File: config.mk
export PLATFORM = sky130hd
export DESIGN_NAME = controle_multiciclo
export DESIGN_NICKNAME = d
export VERILOG_FILES = /design/src/rtl/controle_multiciclo.sv
export SDC_FILE = /design/constraint.sdc
export NUM_CORES = 1
export LEC_CHECK = 0
export CORE_UTILIZATION = 49
export CTS_CLUSTER_SIZE = 10
export DETAILED_ROUTE_END_ITERATION = 10
export PLACE_DENSITY = 0.93
export RECOVER_POWER = 50
export SYNTH_ARGS = -nofsm -noshare
export SYNTH_HDL_FRONTEND = slang
export SYNTH_SLANG_ARGS = --single-unit
File: constraint.sdc
create_clock -name clk -period 6.1 [get_ports clk]
set_input_delay 0.915 -clock clk [delete_from_list [all_inputs] [get_ports clk]]
set_output_delay 0.915 -clock clk [all_outputs]
set_load 0.02 [all_outputs]
File: src/rtl/controle_multiciclo.sv
// controle_multiciclo: multicycle control FSM for the RV64 datapath.
// Decodes the latched IR fields and sequences the datapath strobes through
// fetch, decode, execute, memory and write-back steps with a fixed memory read
// latency of MEM_WAIT cycles.
// Build macro TRAP_ILLEGAL_EN: when defined, an illegal instruction halts the
// FSM in TRAP with trap=1 until reset; otherwise it is retired as a NOP.
module controle_multiciclo #(
    parameter int unsigned MEM_WAIT = 1
) (
    input  logic       clk,
    input  logic       rst,
    input  logic [6:0] i6_0,
    input  logic [2:0] i14_12,
    input  logic [6:0] i31_25,
    input  logic       AluIgual,
    output logic       PCwrite,
    output logic       SelMuxPC,
    output logic       LoadIR,
    output logic       RegWrite,
    output logic       loadRegA,
    output logic       loadRegB,
    output logic       loadRegAluOut,
    output logic       loadRegMemData,
    output logic       MemData_Read,
    output logic       MemWr,
    output logic       SelMux2,
    output logic [1:0] SelMux4,
    output logic [2:0] SelMuxMem,
    output logic [2:0] AluOperation,
    output logic       trap,
    output logic [4:0] estado
);

    typedef enum logic [4:0] {
        S_RESET    = 5'd0,
        S_FETCH    = 5'd1,
        S_DECODE   = 5'd2,
        S_EXEC_R   = 5'd3,
        S_EXEC_I   = 5'd4,
        S_WB_ALU   = 5'd5,
        S_MEM_ADDR = 5'd6,
        S_LD_WAIT  = 5'd7,
        S_LD_WB    = 5'd8,
        S_ST       = 5'd9,
        S_BRANCH   = 5'd10,
        S_LUI      = 5'd11,
        S_JAL      = 5'd12,
        S_PC_INC   = 5'd13,
        S_ILLEGAL  = 5'd14,
        S_TRAP     = 5'd15
    } state_t;

    localparam logic [2:0] WAIT_LAST = 3'(MEM_WAIT);

    localparam logic [6:0] OP_R   = 7'b0110011;
    localparam logic [6:0] OP_I   = 7'b0010011;
    localparam logic [6:0] OP_LD  = 7'b0000011;
    localparam logic [6:0] OP_SD  = 7'b0100011;
    localparam logic [6:0] OP_BR  = 7'b1100011;
    localparam logic [6:0] OP_LUI = 7'b0110111;
    localparam logic [6:0] OP_JAL = 7'b1101111;

    // R-type ALU decode: returns {legal, AluOperation}
    function automatic logic [3:0] dec_r(input logic [2:0] f3, input logic f7b5);
        case ({f3, f7b5})
            4'b0000:          dec_r = {1'b1, 3'b001};
            4'b0001:          dec_r = {1'b1, 3'b010};
            4'b1110, 4'b1111: dec_r = {1'b1, 3'b011};
            4'b1000, 4'b1001: dec_r = {1'b1, 3'b100};
            4'b1100, 4'b1101: dec_r = {1'b1, 3'b101};
            default:          dec_r = {1'b0, 3'b000};
        endcase
    endfunction

    // I-type ALU decode: returns {legal, AluOperation}; no subtract form
    function automatic logic [3:0] dec_i(input logic [2:0] f3);
        case (f3)
            3'b000:  dec_i = {1'b1, 3'b001};
            3'b111:  dec_i = {1'b1, 3'b011};
            3'b100:  dec_i = {1'b1, 3'b100};
            3'b110:  dec_i = {1'b1, 3'b101};
            default: dec_i = {1'b0, 3'b000};
        endcase
    endfunction

    state_t     state_q, state_d;
    logic [2:0] cnt_q, cnt_d;

    logic pc_write_q, pc_write_d, sel_pc_q, sel_pc_d, load_ir_q, load_ir_d;
    logic reg_write_q, reg_write_d, load_a_q, load_a_d, load_b_q, load_b_d;
    logic load_aluout_q, load_aluout_d, load_memdata_q, load_memdata_d;
    logic mem_read_q, mem_read_d, mem_wr_q, mem_wr_d, sel_mux2_q, sel_mux2_d;
    logic [1:0] sel_mux4_q, sel_mux4_d;
    logic [2:0] sel_mem_q, sel_mem_d, alu_op_q, alu_op_d;
    logic trap_q, trap_d;

    logic [3:0] r_dec_s, i_dec_s;
    logic       br_legal_s, taken_s;
    logic       unused_funct7_s;

    assign r_dec_s    = dec_r(i14_12, i31_25[5]);
    assign i_dec_s    = dec_i(i14_12);
    assign br_legal_s = (i14_12 == 3'b000) || (i14_12 == 3'b001);
    assign taken_s    = ((i14_12 == 3'b000) && AluIgual) ||
                        ((i14_12 == 3'b001) && !AluIgual);
    assign unused_funct7_s = ^{i31_25[6], i31_25[4:0]};

    // Next-state and wait-counter logic; the counter restarts on every state entry
    always_comb begin
        state_d = state_q;
        cnt_d   = 3'd0;
        case (state_q)
            S_RESET:  state_d = S_FETCH;
            S_FETCH: begin
                if (cnt_q == WAIT_LAST) begin
                    state_d = S_DECODE;
                end else begin
                    cnt_d = cnt_q + 3'd1;
                end
            end
            S_DECODE: begin
                case (i6_0)
                    OP_R:         state_d = S_EXEC_R;
                    OP_I:         state_d = S_EXEC_I;
                    OP_LD, OP_SD: state_d = S_MEM_ADDR;
                    OP_BR:        state_d = S_BRANCH;
                    OP_LUI:       state_d = S_LUI;
                    OP_JAL:       state_d = S_JAL;
                    default:      state_d = S_ILLEGAL;
                endcase
            end
            S_EXEC_R:   state_d = r_dec_s[3] ? S_WB_ALU : S_ILLEGAL;
            S_EXEC_I:   state_d = i_dec_s[3] ? S_WB_ALU : S_ILLEGAL;
            S_WB_ALU:   state_d = S_PC_INC;
            S_MEM_ADDR: state_d = (i6_0 == OP_LD) ? S_LD_WAIT : S_ST;
            S_LD_WAIT: begin
                if (cnt_q == WAIT_LAST) begin
                    state_d = S_LD_WB;
                end else begin
                    cnt_d = cnt_q + 3'd1;
                end
            end
            S_LD_WB:    state_d = S_PC_INC;
            S_ST:       state_d = S_PC_INC;
            S_BRANCH: begin
                if (!br_legal_s) begin
                    state_d = S_ILLEGAL;
                end else if (taken_s) begin
                    state_d = S_FETCH;
                end else begin
                    state_d = S_PC_INC;
                end
            end
            S_LUI:      state_d = S_PC_INC;
            S_JAL:      state_d = S_FETCH;
            S_PC_INC:   state_d = S_FETCH;
`ifdef TRAP_ILLEGAL_EN
            S_ILLEGAL:  state_d = S_TRAP;
            S_TRAP:     state_d = S_TRAP;
`else
            S_ILLEGAL:  state_d = S_FETCH;
            S_TRAP:     state_d = S_FETCH;
`endif
            default:    state_d = S_RESET;
        endcase
    end

    // Output decode from the upcoming state so every strobe leaves a flop
    always_comb begin
        pc_write_d = 1'b0;  sel_pc_d = 1'b0;  load_ir_d = 1'b0;  reg_write_d = 1'b0;
        load_a_d = 1'b0;  load_b_d = 1'b0;  load_aluout_d = 1'b0;  load_memdata_d = 1'b0;
        mem_read_d = 1'b0;  mem_wr_d = 1'b0;  sel_mux2_d = 1'b0;  sel_mux4_d = 2'b00;
        sel_mem_d = 3'b000;  alu_op_d = 3'b000;  trap_d = 1'b0;
        case (state_d)
            S_FETCH:  load_ir_d = (cnt_d == WAIT_LAST);
            S_DECODE: begin
                load_a_d = 1'b1;  load_b_d = 1'b1;  load_aluout_d = 1'b1;
                sel_mux4_d = 2'b11;  alu_op_d = 3'b001;
            end
            S_EXEC_R: begin
                sel_mux2_d = 1'b1;  load_aluout_d = 1'b1;  alu_op_d = r_dec_s[2:0];
            end
            S_EXEC_I: begin
                sel_mux2_d = 1'b1;  sel_mux4_d = 2'b10;  load_aluout_d = 1'b1;
                alu_op_d = i_dec_s[2:0];
            end
            S_WB_ALU: reg_write_d = 1'b1;
            S_MEM_ADDR: begin
                sel_mux2_d = 1'b1;  sel_mux4_d = 2'b10;  alu_op_d = 3'b001;
                load_aluout_d = 1'b1;
            end
            S_LD_WAIT: begin
                mem_read_d = 1'b1;  load_memdata_d = (cnt_d == WAIT_LAST);
            end
            S_LD_WB: begin
                reg_write_d = 1'b1;  sel_mem_d = 3'b001;
            end
            S_ST:     mem_wr_d = 1'b1;
            S_BRANCH: begin
                sel_mux2_d = 1'b1;  alu_op_d = 3'b010;
            end
            S_LUI: begin
                reg_write_d = 1'b1;  sel_mem_d = 3'b010;
            end
            S_JAL: begin
                sel_mux4_d = 2'b01;  alu_op_d = 3'b001;  reg_write_d = 1'b1;
                sel_mem_d = 3'b100;  pc_write_d = 1'b1;  sel_pc_d = 1'b1;
            end
            S_PC_INC: begin
                sel_mux4_d = 2'b01;  alu_op_d = 3'b001;  pc_write_d = 1'b1;
            end
`ifdef TRAP_ILLEGAL_EN
            S_ILLEGAL: trap_d = 1'b0;
            S_TRAP:    trap_d = 1'b1;
`else
            S_ILLEGAL: begin
                sel_mux4_d = 2'b01;  alu_op_d = 3'b001;  pc_write_d = 1'b1;
            end
            S_TRAP:    trap_d = 1'b0;
`endif
            default:   trap_d = 1'b0;
        endcase
    end

    // State, wait counter and registered strobes; reset clears them at once
    always_ff @(posedge clk or negedge rst) begin
        if (!rst) begin
            state_q <= S_RESET;  cnt_q <= 3'd0;
            pc_write_q <= 1'b0;  sel_pc_q <= 1'b0;  load_ir_q <= 1'b0;  reg_write_q <= 1'b0;
            load_a_q <= 1'b0;  load_b_q <= 1'b0;  load_aluout_q <= 1'b0;
            load_memdata_q <= 1'b0;  mem_read_q <= 1'b0;  mem_wr_q <= 1'b0;
            sel_mux2_q <= 1'b0;  sel_mux4_q <= 2'b00;  sel_mem_q <= 3'b000;
            alu_op_q <= 3'b000;  trap_q <= 1'b0;
        end else begin
            state_q <= state_d;  cnt_q <= cnt_d;
            pc_write_q <= pc_write_d;  sel_pc_q <= sel_pc_d;  load_ir_q <= load_ir_d;
            reg_write_q <= reg_write_d;  load_a_q <= load_a_d;  load_b_q <= load_b_d;
            load_aluout_q <= load_aluout_d;  load_memdata_q <= load_memdata_d;
            mem_read_q <= mem_read_d;  mem_wr_q <= mem_wr_d;  sel_mux2_q <= sel_mux2_d;
            sel_mux4_q <= sel_mux4_d;  sel_mem_q <= sel_mem_d;  alu_op_q <= alu_op_d;
            trap_q <= trap_d;
        end
    end

    // The branch decision needs AluIgual from the BRANCH cycle itself, so the
    // taken PC load is merged in combinationally from the registered state.
    assign PCwrite        = pc_write_q | ((state_q == S_BRANCH) & taken_s);
    assign SelMuxPC       = sel_pc_q   | ((state_q == S_BRANCH) & taken_s);
    assign LoadIR         = load_ir_q;
    assign RegWrite       = reg_write_q;
    assign loadRegA       = load_a_q;
    assign loadRegB       = load_b_q;
    assign loadRegAluOut  = load_aluout_q;
    assign loadRegMemData = load_memdata_q;
    assign MemData_Read   = mem_read_q;
    assign MemWr          = mem_wr_q;
    assign SelMux2        = sel_mux2_q;
    assign SelMux4        = sel_mux4_q;
    assign SelMuxMem      = sel_mem_q;
    assign AluOperation   = alu_op_q;
    assign trap           = trap_q;
    assign estado         = state_q;

endmodule

Word-level counts from Yosys, hierarchy flattened
Memory sizes are Yosys's and may differ from the RTL's.
Cells that the tools add are included.
{"block": "totals", "regBits": 26, "mem_bits_ro": 64, "mem_count": 1}
{"block": "classes", "add_sub_neg": 1, "n_eq_ne": 42, "mux": 25, "bitwise_logic": 3, "reduce_logical": 17}
{"memory": "(no name shown)", "words": 16, "width": 4, "rd": 1, "rd_clocked_by_memory_dff": 0, "write_ports": 0, "line_no": "65", "source": "case ({f3, f7b5})"}
{"operator": "== test 5 x 4 -> 1 bit (second input constant)", "n": 15}
{"operator": "one-hot mux 5 bit (9 select lines)", "n": 1}
{"operator": "== test 5 x 3 -> 1 bit (second input constant)", "n": 8}
{"operator": "one-hot mux 4 bit (6 select lines)", "n": 1}
{"operator": "== test 7 x 6 -> 1 bit (second input constant)", "n": 3}
{"operator": "== test 5 x 2 -> 1 bit (second input constant)", "n": 4}
{"operator": "two-way mux 4 bit", "n": 5}
{"operator": "one-hot mux 4 bit (4 select lines)", "n": 1}
{"operator": "OR reduction 4 bit", "n": 4}
{"operator": "== test 7 bit (second input constant)", "n": 2}
{"operator": "one-hot mux 3 bit (4 select lines)", "n": 1}
{"operator": "== test 5 x 1 -> 1 bit (second input constant)", "n": 2}
{"operator": "two-way mux 1 bit", "n": 10}
{"operator": "two-way mux 5 bit", "n": 2}
{"operator": "OR reduction 5 bit", "n": 2}
{"operator": "== test 3 x 1 -> 1 bit (second input constant)", "n": 3}
{"operator": "== test 3 bit (second input constant)", "n": 3}
{"operator": "one-hot mux 3 bit (3 select lines)", "n": 1}
{"operator": "== test 7 x 2 -> 1 bit (second input constant)", "n": 1}
{"operator": "== test 7 x 5 -> 1 bit (second input constant)", "n": 1}
{"operator": "two-way mux 3 bit", "n": 2}
{"operator": "one-hot mux 2 bit (3 select lines)", "n": 1}
{"operator": "OR reduction 2 bit", "n": 3}
{"operator": "zero test 5 bit", "n": 1}
{"operator": "other kinds (8)", "n": 11}

Longest topological paths before layout
Gate-level depths: netlist of run 1.
{"block": "logic_depth", "word_depth": 9, "ltp_mapped": 8, "depth_no_buf": 7}

Worst setup path after synthesis of run 1
OpenSTA, ideal clock, no wires.
{"block": "synth_timing", "kind": "input to register", "start": "input i14_12[2]", "end": "register alu_op_q[0] (netlist: AluOperation[0])", "setup_ns": 0.080, "arrival_ns": 2.664, "required_ns": 6.020, "slack_ns": 3.355, "path_stages": 8, "cell_sequence": "or2_1 -> buf_6 -> o31ai_4 -> a21oi_1 -> or3_1 -> buf_6 -> or4_1 -> o211ai_2"}
{"block": "synth_between", "elab_chain_cells": 9, "word_cells_on_any_way": 26, "cone_classes": "eq/ne: 12; mux: 7; reduce/logical: 6; memory: 1"}
{"element": "from (decl)", "line_no": "13", "source": "input logic [2:0] i14_12,"}
{"element": "== test 3 x 1 -> 1 bit or zero test 3 bit (tied branches)", "line_no": "103, 105, 104"}
{"element": "logical AND 1 bit, on equally long branches", "line_no": "105, 104"}
{"element": "logical OR 1 bit", "line_no": "104", "source": "assign taken_s = ((i14_12 == 3'b000) && AluIgual) ||"}
{"element": "two-way mux 4 bit", "line_no": "148", "source": "end else if (taken_s) begin"}
{"element": "two-way mux 4 bit *", "line_no": "146", "source": "if (!br_legal_s) begin"}
{"element": "one-hot mux 5 bit (9 select lines) *", "line_no": "112", "source": "case (state_q)"}
{"element": "via state_d[2]", "line_no": "86", "source": "state_t state_q, state_d;"}
{"element": "== test 5 x 4 -> 1 bit (tied with other cells)", "line_no": "174", "source": "case (state_d)"}
{"element": "OR reduction 5 bit (no source line)"}
{"element": "one-hot mux 3 bit (4 select lines) *", "line_no": "174"}
{"element": "via alu_op_d[0]", "line_no": "94", "source": "logic [2:0] sel_mem_q, sel_mem_d, alu_op_q, alu_op_d;"}
{"element": "to (signal assigned)", "line_no": "240", "source": "sel_mux4_q <= sel_mux4_d; sel_mem_q <= sel_mem_d; alu_op_q <= alu_op_d;"}
{"element": "to (decl)", "line_no": "94"}
The timed path passes the listed nets; every way through them passes the cells marked *.

Worst setup path after layout of run 1
{"block": "layout_timing", "start": "input i14_12[2]", "end": "output PCwrite"}
{"block": "layout_between", "elab_chain_cells": 5, "word_cells_on_any_way": 7, "cone_classes": "eq/ne: 1; bitwise: 2; reduce/logical: 4"}
{"element": "== test 3 x 1 -> 1 bit or zero test 3 bit (tied branches)", "line_no": "105, 104"}
{"element": "logical AND 1 bit, on equally long branches", "line_no": "105, 104"}
{"element": "logical OR 1 bit *", "line_no": "104"}
{"element": "bitwise AND 1 bit *", "line_no": "247", "source": "assign PCwrite = pc_write_q | ((state_q == S_BRANCH) & taken_s);"}
{"element": "OR 1 bit *", "line_no": "247"}
{"element": "to (decl)", "line_no": "16", "source": "output logic PCwrite,"}
Mark *: on every way between the ends. The rest lies on a longest branch, timed or not.

==> flow_metrics.py, run 1 <==
metrics = {
    "synth": {
        "yosysWarnings": 0,
        "yosysMostFrequentCell": "dfrtp_1",
        "synth-seq-cells": 26,
        "ys_seq_area_frac": 0.456,
        "synth_area_leader_cell": "dfrtp_1",
        "synth_area_sq_mm": 0.00143,
        "syn_avg_cell_area_sq_um": 10.2,
        "synthCells": 140,
        "ys.flop_type": "dfrtp_1",
        "synthArstFlopShare": 1.00,
        "ys_types": 55,
        "synth_top_area_frac": 0.456,
        "synth_area_leaders": "dfrtp_1, nor2_1, nor3b_2",
        "synth_edf_count": 0,
        "synthTopCellsByCount": "dfrtp_1, nor2_1, nand2_1",
    },
    "critical_path": {
        "worst-r2r-setup-slack_ns": 3.46,
        "end_kind": "output pin",
        "worstReg2RegEnd": "AluOperation[1]$_DFF_PN0_",
        "cp_cell_sequence": "clkdlybuf4s50_1 -> or2_1 -> nor2_1 -> nand3_1 -> nand2b_1 -> clkdlybuf4s50_1",
        "cp_top_family": "buffers and inverters",
        "worstRegToRegCells": 6,
        "critical_path.slowest_cell": "clkdlybuf4s50_1",
        "arrival_ns": 2.74,
        "path_max_fanout": 7,
        "cpPeakStageDelay_ns": 0.60,
        "cp-start-kind": "primary input",
        "crit_start": "i14_12[2]",
        "cp_common_cell": "clkdlybuf4s50_1",
        "crit_end": "PCwrite",
        "crit_type": "primary input to output pin",
        "cp_data_required_time_ns": 5.18,
        "timing.rr.start": "estado[0]$_DFF_PN0_",
        "crit_buf_inv": 2,
        "path_depth": 6,
    },
    "cts": {
        "cts_root_buf": "clkbuf_4",
        "insertion_delay_ns": 0.31,
        "post_cts_buffers": 0,
        "ctsResizeCount": 0,
        "ctsHtreeMaxLevel": 1,
        "cts_inserted_buffers": 3,
        "cts_tree": "done",
        "clock_sinks": 26,
        "clk_path_buf_depth": 2,
        "cts_hold_buf": 0,
        "path_clk_slew_ns": 0.13,
    },
    "timing": {
        "rsz0062_at_grt": "false",
        "drv_slew": 0,
        "max_clock_freq_ghz": 0.274,
        "slew_headroom": 0.261,
        "period_needed_ns": 3.65,
        "fin_tns_setup_ns": 0,
        "worst_clock_skew_ns": 0.00272,
        "worstMarginPinSlew_ns": 1.11,
        "fin_crit_sh": 0.599,
        "setup_violations": 0,
        "finalHoldViolCount": 0,
    },
    "routing": {
        "via_count": 1240,
        "ant_nets": 0,
        "avgRoutedWirePerCell_microns": 15.7,
        "drc": 0,
        "drtPass1Iterations": 7,
        "drt-initial-drc-count": 46,
        "viasPerCell": 6.05,
        "drt-total-wl_microns": 3220,
    },
    "layout": {
        "fill_cells": 227,
        "n_antenna_cell": 0,
        "final_nets": 196,
        "drive_gt1_frac": 0.103,
        "area_growth_pct": 26.4,
        "final_area_sq_mm": 0.00180,
    },
    "global_route": {
        "grt_pass1_vias": 1233,
        "grt_pass1_wl_microns": 5510,
        "grt_max_degree": 27,
        "grt_usage": 0.227,
        "globalRoute.totalOverflow": 0,
        "grt_antenna_before_repair": 0,
    },
    "pwr": {
        "power_density_mw_per_mm2": 347,
        "ir_worst_vdd_mv": 0.272,
        "p_leak_nw": 0.799,
    },
    "placement": {
        "gp_congestion": 0.881,
        "dp_hpwl_microns": 2430,
        "dpl-instance-area_sq_mm": 0.00179,
        "port_buffers": 37,
    },
    "floorplan": {
        "die_x_microns": 56.0,
        "start_util": 0.517,
        "core_sq_mm": 0.00276,
        "die_h_microns": 56.0,
        "die_area_sq_mm": 0.00313,
        "io_pins": 45,
        "placementRows": 19,
    },
    "hold_path": {
        "holdPathStages": 1,
        "min_path_type": "flop to flop",
    },
    "run_status": {
        "status": "finished clean",
    },
    "flow_run": {
        "maxCapViolations": 0,
    },
}
[how the worst min path moves through the flow]
| stage | start | endpoint | slack (ns) |
|---|---|---|---|
| after floorplan | cnt_q[0]$_DFF_PN0_ | cnt_q[0]$_DFF_PN0_ | 0.48 |
| after global placement | cnt_q[0]$_DFF_PN0_ | cnt_q[0]$_DFF_PN0_ | 0.50 |
| after detailed placement | cnt_q[0]$_DFF_PN0_ | cnt_q[0]$_DFF_PN0_ | 0.54 |
| after CTS | cnt_q[0]$_DFF_PN0_ | cnt_q[0]$_DFF_PN0_ | 0.56 |
| after global routing | cnt_q[0]$_DFF_PN0_ | cnt_q[0]$_DFF_PN0_ | 0.62 |
| final | cnt_q[0]$_DFF_PN0_ | cnt_q[0]$_DFF_PN0_ | 0.56 |
[logic make-up (layout without fill, tap and decap cells)]
| kind of cell | Yosys count | in the layout | synth area share |
|---|---|---|---|
| AND/OR/NAND/NOR | 72 | 72 | 0.324 |
| AO/OA/AOI/OAI | 27 | 27 | 0.152 |
| flip-flops | 26 | 26 | 0.456 |
| buffers and inverters | 11 | 44 | 0.0474 |
| XOR/XNOR | 3 | 3 | 0.0184 |
| other | 1 | 2 | 0.00263 |
[metrics by stage]
stage / instances / total power [W] / utilization / hold slack (ns) / setup WS (ns)
floorplan: 141 / 0.000453 / - / 0.479 / 3.36
global route: 205 / 0.000664 / 0.654 / 0.616 / 2.34
detailed placement: 202 / 0.000559 / 0.648 / 0.544 / 2.46
global placement: 202 / 0.000545 / 0.648 / 0.503 / 2.49
CTS: 205 / 0.000630 / 0.656 / 0.563 / 2.45
finish: 205 / 0.000626 / 0.654 / 0.559 / 2.45
[final cells by class]
type	count	area (sq um)	share of cell area
multi-input cells	104	706	0.391
clock buffers	3	22.5	0.0125
well taps	31	38.8	0.0215
inverters	4	15.0	0.00833
flip-flops and latches	26	651	0.361
repair buffers	37	370	0.205
[sequential cells by signal, indices dropped and copies added, names as in the netlist]
| name | flops |
|---|---|
| AluOperation | 3 |
| SelMuxMem | 3 |
| LoadIR | 1 |
| loadRegB | 1 |
| sel_pc_q | 1 |
| MemWr | 1 |
| SelMux4 | 2 |
| pc_write_q | 1 |
| RegWrite | 1 |
| SelMux2 | 1 |
| loadRegMemData | 1 |
| MemData_Read | 1 |
| cnt_q | 3 |
| estado | 5 |
| loadRegAluOut | 1 |
[layer usage]
metal	GRT usage	wire length (microns)	vias up
met2	0.399	1730	63
met3	0.0349	210	6
met5	0	0	-
met1	0.279	1240	596
met4	0.0906	32	0
li1	-	-	575
[placed cells by master (no fill, tap or decap), types with 3 or more instances in the layout]
master,n
clkdlybuf4s50_1,31
dfrtp_1,26
nor2_1,19
nand2_1,7
nand3_1,6
dlygate4sd3_1,6
a21oi_1,5
o21ai_0,5
nor3b_2,3
a211oi_1,3
nor3_1,3
inv_1,3
nand4_1,3
nand2b_1,3
clkbuf_4,3
[report_power, final]
| part | switching [W] | leakage, nW | internal (W) |
|---|---|---|---|
| Combinational | 0.000174 | 0.432 | 0.000131 |
| Clock | 0.0000475 | 0.0138 | 0.0000231 |
| Sequential | 0.0000446 | 0.354 | 0.000206 |
(Power assumes the default switching activity.)
==> run 2, diff against run 1 <==
--- a/config.mk
+++ b/config.mk
@@ -5,10 +5,10 @@
 export SDC_FILE = /design/constraint.sdc
 export NUM_CORES = 1
 export LEC_CHECK = 0
-export CORE_UTILIZATION = 49
+export CORE_UTILIZATION = 41
 export CTS_CLUSTER_SIZE = 10
 export DETAILED_ROUTE_END_ITERATION = 10
-export PLACE_DENSITY = 0.93
+export PLACE_DENSITY = 0.84
 export RECOVER_POWER = 50
 export SYNTH_ARGS = -nofsm -noshare
 export SYNTH_HDL_FRONTEND = slang
==> constraint.sdc (replaced) <==
create_clock -name clk -period 3.1 [get_ports clk]
set_input_delay 0.465 -clock clk [delete_from_list [all_inputs] [get_ports clk]]
set_output_delay 0.465 -clock clk [all_outputs]
set_load 0.02 [all_outputs]
==> run 2 against run 1 <==
Net effect: sequential share of layout area fell by 1.4 points; power rose by 120%; final cell count rose by 9.8%; clock-buffer cell count did not move; critical path depth rose by 2; routed wire length rose by 3.2%; die area rose by 19%; setup slack got worse by 2.1 ns; design area rose by 4.2%; combinational power rose by 110%; largest power group unchanged; highest routed layer unchanged.
==> flow_metrics.py, run 2 (synthesis gave the netlist of run 1 again) <==
metrics = {
    "run_status": {
        "status": "finished clean",
    },
    "placement": {
        "gp_congestion": 0.866,
        "port_buffers": 37,
        "dp_hpwl_microns": 2470,
    },
    "global_route": {
        "grt_pass1_vias": 1166,
        "busiest_layer": "met2",
        "grt_pass1_wl_microns": 5450,
        "use_met1": 0.242,
        "grt_usage": 0.207,
        "grt_antenna_before_repair": 0,
        "met2_usage": 0.363,
        "globalRoute.totalOverflow": 0,
        "grt_max_degree": 27,
        "use_met3": 0.0597,
    },
    "routing": {
        "ant_nets": 0,
        "avgRoutedWirePerCell_microns": 14.8,
        "drt-initial-drc-count": 36,
        "drtPass1Iterations": 4,
        "viasPerCell": 5.64,
        "via_count": 1270,
        "drt-total-wl_microns": 3320,
        "drc": 0,
    },
    "hold_path": {
        "min_to": "cnt_q[0]$_DFF_PN0_",
        "holdPathStages": 1,
        "min_from": "cnt_q[0]$_DFF_PN0_",
        "min_path_type": "flop to flop",
    },
    "timing": {
        "rsz0062_at_grt": "false",
        "worst_clock_skew_ns": 0.00818,
        "worstMarginPinSlew_ns": 1.35,
        "slew_headroom": 0.100,
        "max_clock_freq_ghz": 0.362,
        "setup_violations": 0,
        "fin_crit_sh": 0.890,
        "finalHoldViolCount": 0,
        "fin_tns_setup_ns": 0,
        "drv_slew": 0,
        "period_needed_ns": 2.76,
    },
    "pwr": {
        "power_density_mw_per_mm2": 731,
        "p_total_w": 0.00137,
        "p_leak_nw": 0.830,
        "ir_worst_vdd_mv": 0.472,
    },
    "cts": {
        "cts_tree": "done",
        "cts_root_buf": "clkbuf_4",
        "clk_path_buf_depth": 2,
        "path_clk_slew_ns": 0.15,
        "clock_sinks": 26,
        "ctsHtreeMaxLevel": 1,
        "cts_inserted_buffers": 3,
        "post_cts_buffers": 0,
        "ctsResizeCount": 0,
        "cts_hold_buf": 0,
        "insertion_delay_ns": 0.34,
    },
    "floorplan": {
        "die_area_sq_mm": 0.00372,
        "io_pins": 45,
        "start_util": 0.427,
        "die_x_microns": 61.0,
        "die_h_microns": 61.0,
        "placementRows": 21,
        "core_sq_mm": 0.00334,
    },
    "layout": {
        "final_common_cell": "clkdlybuf4s50_1",
        "area_growth_pct": 31.7,
        "largest_register_ffs": 5,
        "final_nets": 200,
        "multi_input_area_sq_um": 706,
        "fill_cells": 304,
        "regArea_sq_um": 651,
        "drive_gt1_frac": 0.123,
        "final_cell_mix": "clkdlybuf4s50_1, dfrtp_1, nor2_1, nand2_1",
        "n_antenna_cell": 0,
    },
    "critical_path": {
        "end_kind": "flop",
        "worstRegToRegCells": 6,
        "crit_start": "i6_0[6]",
        "crit_type": "primary input to flop",
        "cp-start-kind": "primary input",
        "worstReg2RegEnd": "AluOperation[1]$_DFF_PN0_",
        "path_max_fanout": 6,
        "timing.rr.start": "estado[0]$_DFF_PN0_",
        "arrival_ns": 3.00,
        "cp_data_required_time_ns": 3.34,
        "worst-r2r-setup-slack_ns": 0.58,
    },
    "flow_run": {
        "maxCapViolations": 0,
    },
}
run 2: stage by stage:
stage                util  hold WS (ns)  setup slack [ns]  std cells  cell area (sq um)
CTS                 0.566         0.478             0.387        225               1890
floorplan               -         0.169             0.786        141               1430
global route        0.563         0.586             0.229        225               1880
detailed placement  0.550         0.515            0.0941        221               1840
finish              0.563         0.533             0.340        225               1880
global placement    0.550         0.503             0.213        221               1840
run 2: critical path, stage by stage:
cell and delay [ns]:
dlygate4sd3_1 0.60, nand4bb_1 0.26, or4_4 0.45, o22ai_1 0.34
or3_1 0.30, buf_4 0.19, a31oi_1 0.11, nor4b_1 0.29
run 2: final cells by class:
class	count	share of cell area
multi-input combinational	104	0.376
timing repair buffer	41	0.211
sequential	26	0.346
clock buffer	3	0.0120
tap	46	0.0306
inverter	4	0.00799
clock inverter	1	0.0160
run 2: worst max path at each step:
stage | to | slack, ns
2_1_floorplan | AluOperation[0]$_DFF_PN0_ | 0.79
3_3_place_gp | AluOperation[1]$_DFF_PN0_ | 0.21
3_5_place_dp | SelMux2$_DFF_PN0_ | 0.09
4_1_cts | SelMuxPC | 0.39
5_1_grt | SelMux2$_DFF_PN0_ | 0.23
6_report | AluOperation[2]$_DFF_PN0_ | 0.34
run 2: power breakdown:
group	leakage (nW)	total [W]	internal (W)	switching [W]
Clock	0.0279	0.000238	0.000131	0.000107
Combinational	0.448	0.000645	0.000292	0.000353
Sequential	0.354	0.000490	0.000405	0.0000850
Total	0.830	0.00137	0.000828	0.000545
run 2: layer usage:
layer  vias up  part of all wire
met5         -                 0
met4         0             0.017
met3         7             0.059
met2        47              0.49
met1       631              0.44
li1        585                 -
==> RTL change 1: new RTL, flow settings as in run 2 <==
Put one more register stage on the output `MemData_Read`, cleared by the reset. The value now appears one clock later. The other outputs are not delayed to match.
--- a/src/rtl/controle_multiciclo.sv
+++ b/src/rtl/controle_multiciclo.sv
@@ -253,5 +253,11 @@
     assign loadRegAluOut  = load_aluout_q;
     assign loadRegMemData = load_memdata_q;
-    assign MemData_Read   = mem_read_q;
+    always_ff @(posedge clk or negedge rst) begin
+        if (!rst) begin
+            MemData_Read <= '0;
+        end else begin
+            MemData_Read <= mem_read_q;
+        end
+    end
     assign MemWr          = mem_wr_q;
     assign SelMux2        = sel_mux2_q;
Check against the original RTL: not equivalent (Yosys sat finds a counterexample within 10 cycles, from zero or initial values and one cycle with rst low).
==> RTL change 1 against run 2 <==
Power down 14%; synthesized area increased by 2.6%; sequential cell count grew 1; cell area down 0.53%; routed wire length is 11% lower; non-clock buffer count is 1 lower; critical path depth shrank 2; worst setup slack better by 43 ps; critical path type is now in -> out; largest power group unchanged.
==> RTL change 1: results (changes against run 2) <==
[power_and_ir_drop]
clock_power_share_pct = 13.0  ; -4.3 points
internal_power_uw = 703  ; -15%
peakVddDrop_uv = 352  ; -25%
pg_comb_uw = 547  ; -15%
comb_power_share_pct = 46.4  ; -0.6 points
p_leak_nw = 0.808  ; -2.6%

[logic_synthesis]
yosys-top-cells-count = 27 x dfrtp_1, 17 x nor2_1, 8 x nand2_1
synth_compound_area_share_pct = 14.4  ; -0.73 points
synth-xor-area-share_pct = 1.20  ; -0.65 points
seq_area_frac_synth_pct = 46.2  ; +0.54 points
synth_cell_types = 56  ; +1.8%
ys_top_cells_by_area = dfrtp_1 46%, nor2_1 4.4%, nor3b_4 2.6%, nand2b_1 2.1%, nand4_1 2.1%

[placed_design]
hpwl_um = 2220  ; -10%
post-place-ws_ps = 388  ; +293 ps
placed_cell_area_um2 = 1850  ; +0.55%
gp_congestion = 0.839  ; -3.1%

[sta]
fin_worst_skew_ps = 11.2  ; +3.01 ps
maxSlewHeadroom_pct = 5.11  ; -4.9 points

[setup_path]
crit_family = buffers and inverters
path_max_fanout = 4  ; -2
crit_arrival_ps = 2250  ; -750 ps
cpMaxStageDelayCell = clkdlybuf4s50_1

[route]
drtIter0Drc = 57  ; +58%
drt_wl_total_um = 2950  ; -11%
routedWlPerCell_um = 13.0  ; -12%
via_per_inst = 5.41  ; -4.1%

[run_status]
status = complete, no violations

[global_route]
grt_pass1_wl_um = 5040  ; -7.5%
grt_start_max_net_pins = 28  ; +3.7%
grtUsageTotal_pct = 18.1  ; -2.6 points

[clocking]
path_clk_slew_ps = 130  ; -20 ps

[layout]
final_nets = 203  ; +1.5%

==> RTL change 1: area by class of cell <==
class	instances	area (um^2)	share of cell area, %
tap	46	57.6	3.08
inverter	9	38.8	2.08
sequential	27	676	36.2
clock buffer	4	26.3	1.41
timing repair buffer	40	389	20.8
multi-input combinational	102	681	36.4
==> RTL change 1: metal layers <==
layer / vias up / part of all wire, % / global-route usage [%]
met5: - / 0 / 0
li1: 593 / - / -
met3: 4 / 7.3 / 3.11
met1: 578 / 47 / 26.2
met4: 0 / 0.98 / 5.71
met2: 59 / 45 / 27.8
==> RTL change 1: path summary, 6_finish.rpt <==
check	from	endpoint	slack, ps	cells after the start
worst max-delay path	i14_12[1]	SelMuxPC	380	6
worst min-delay path	mem_read_q	MemData_Read	360	0
worst max register to register	estado[1]	SelMux2	690	7
worst min register to register	mem_read_q	MemData_Read	360	0
max in group asynchronous	rst	estado[1]	1300	2
min in group asynchronous	rst	loadRegB	970	2
==> RTL change 2: new RTL, settings of run 2 <==
Made on the original files. The option `TRAP_ILLEGAL_EN` is turned on by a define.
--- a/src/rtl/controle_multiciclo.sv
+++ b/src/rtl/controle_multiciclo.sv
@@ -5,4 +5,6 @@
 // Build macro TRAP_ILLEGAL_EN: when defined, an illegal instruction halts the
 // FSM in TRAP with trap=1 until reset; otherwise it is retired as a NOP.
+`define TRAP_ILLEGAL_EN
+
 module controle_multiciclo #(
     parameter int unsigned MEM_WAIT = 1
Formal check against the unedited RTL: not equivalent (Yosys sat finds a counterexample within 10 cycles, from zero or initial values and one cycle with rst low).
==> RTL change 2 against run 2 <==
Global-route usage decreased by 4.1 points; via count is 6.3% lower; non-clock buffer count is 1 lower; synthesized area rose by 3.2%; power is 12% lower; cell area up 0.73%; routed wire length shrank 10%; clock power is 36% lower; first-iteration DRC count up 42%; combinational power is 12% lower; sequential cell count up 1; worst setup slack improved by 6.5 ps; critical path type is now in -> out; largest power group unchanged.
==> RTL change 2: results (changes against run 2) <==
[setup_path]
crit_path_max_incr_delay_ps = 630  ; +30 ps
crit_family = buffers and inverters
rr_endpoint = AluOperation[2]

[power_and_ir_drop]
pg_comb_uw = 565  ; -12%
clock_power_share_pct = 12.6  ; -4.7 points
peakVddDrop_uv = 258  ; -45%
p_leak_nw = 0.848  ; +2.2%
fin_total_pwr_mw = 1.21  ; -12%

[route]
via_per_inst = 5.24  ; -7.1%
drtIter0Drc = 51  ; +42%
drt_wl_total_um = 2980  ; -10%

[sta]
maxSlewHeadroom_pct = 9.11  ; -0.89 points
fin_worst_skew_ps = 9.02  ; +0.843 ps

[global_route]
grt_pass1_wl_um = 4580  ; -16%
gr-usage-met1_pct = 22.6  ; -1.6 points
met2_usage_pct = 25.2  ; -11 points
use_met3_pct = 3.52  ; -2.5 points
grtUsageTotal_pct = 16.6  ; -4.1 points
grt_start_max_net_pins = 28  ; +3.7%

[placed_design]
post-place-ws_ps = 390  ; +296 ps
gp_congestion = 0.916  ; +5.7%
numPortBuffers = 38  ; +2.7%
placed_cell_area_um2 = 1880  ; +2.4%
hpwl_um = 2320  ; -5.9%

[logic_synthesis]
yosys-top-cells-count = 27 x dfrtp_1, 16 x nor2_1, 9 x inv_1, 9 x nand2_1, 8 x nor2b_1
ys_top_cells_by_area = dfrtp_1 46%, nor2_1 4.1%, nor2b_1 3.4%, a21oi_1 2.4%, inv_1 2.3%

[clocking]
path_clk_slew_ps = 130  ; -20 ps

[layout]
drive_gt1_share_pct = 8.84  ; -3.5 points

[run_status]
status = complete, no violations

-- RTL change 2: changes by cell type after synthesis, moves of 3 or more --
cell / run 2 / this run
or2_2: 0 / 3
nor2b_1: 2 / 8
inv_1: 3 / 9
and2_1: 0 / 3
nor2_1: 19 / 16
-- RTL change 2: kinds of logic (layout without fill, tap and decap cells) --
family,count (synthesis),in the layout,share of synthesized area [%]
simple gates,68,68,29.6
compound gates,30,30,17.7
flops,27,27,45.9
buf+inv,15,53,5.36
xor+xnor,2,2,1.19
other cells,1,1,0.255
-- RTL change 2: how the worst max path moves through the flow --
stage          startpoint         endpoint
6_report        i14_12[0]         SelMuxPC
5_1_grt         i14_12[0]          PCwrite
4_1_cts         i14_12[0]         SelMuxPC
3_5_place_dp    i14_12[0]         SelMuxPC
3_3_place_gp    i14_12[0]         SelMuxPC
2_1_floorplan   estado[1]  AluOperation[2]
-- RTL change 2: per-layer routing --
layer / routed length, um / part of all wire [%]
met1: 1370 / 46
met2: 1420 / 48
met3: 157 / 5.3
met4: 34 / 1.1
met5: 0 / 0
-- RTL change 2: metrics by stage --
| step | instances | hold WS [ps] |
|---|---|---|
| final | 227 | 524 |
| after global routing | 227 | 567 |
| after CTS | 227 | 491 |
| after detailed placement | 223 | 507 |
| after global placement | 223 | 489 |
| after floorplan | 143 | 169 |
-- RTL change 2: layout make-up --
| class | instances | area [um^2] |
|---|---|---|
| sequential | 27 | 676 |
| fill | 287 | 1500 |
| timing repair buffer | 40 | 392 |
| clock buffer | 3 | 22.5 |
| tap | 46 | 57.6 |
| multi-input combinational | 101 | 706 |
| clock inverter | 1 | 5.00 |
| inverter | 9 | 33.8 |
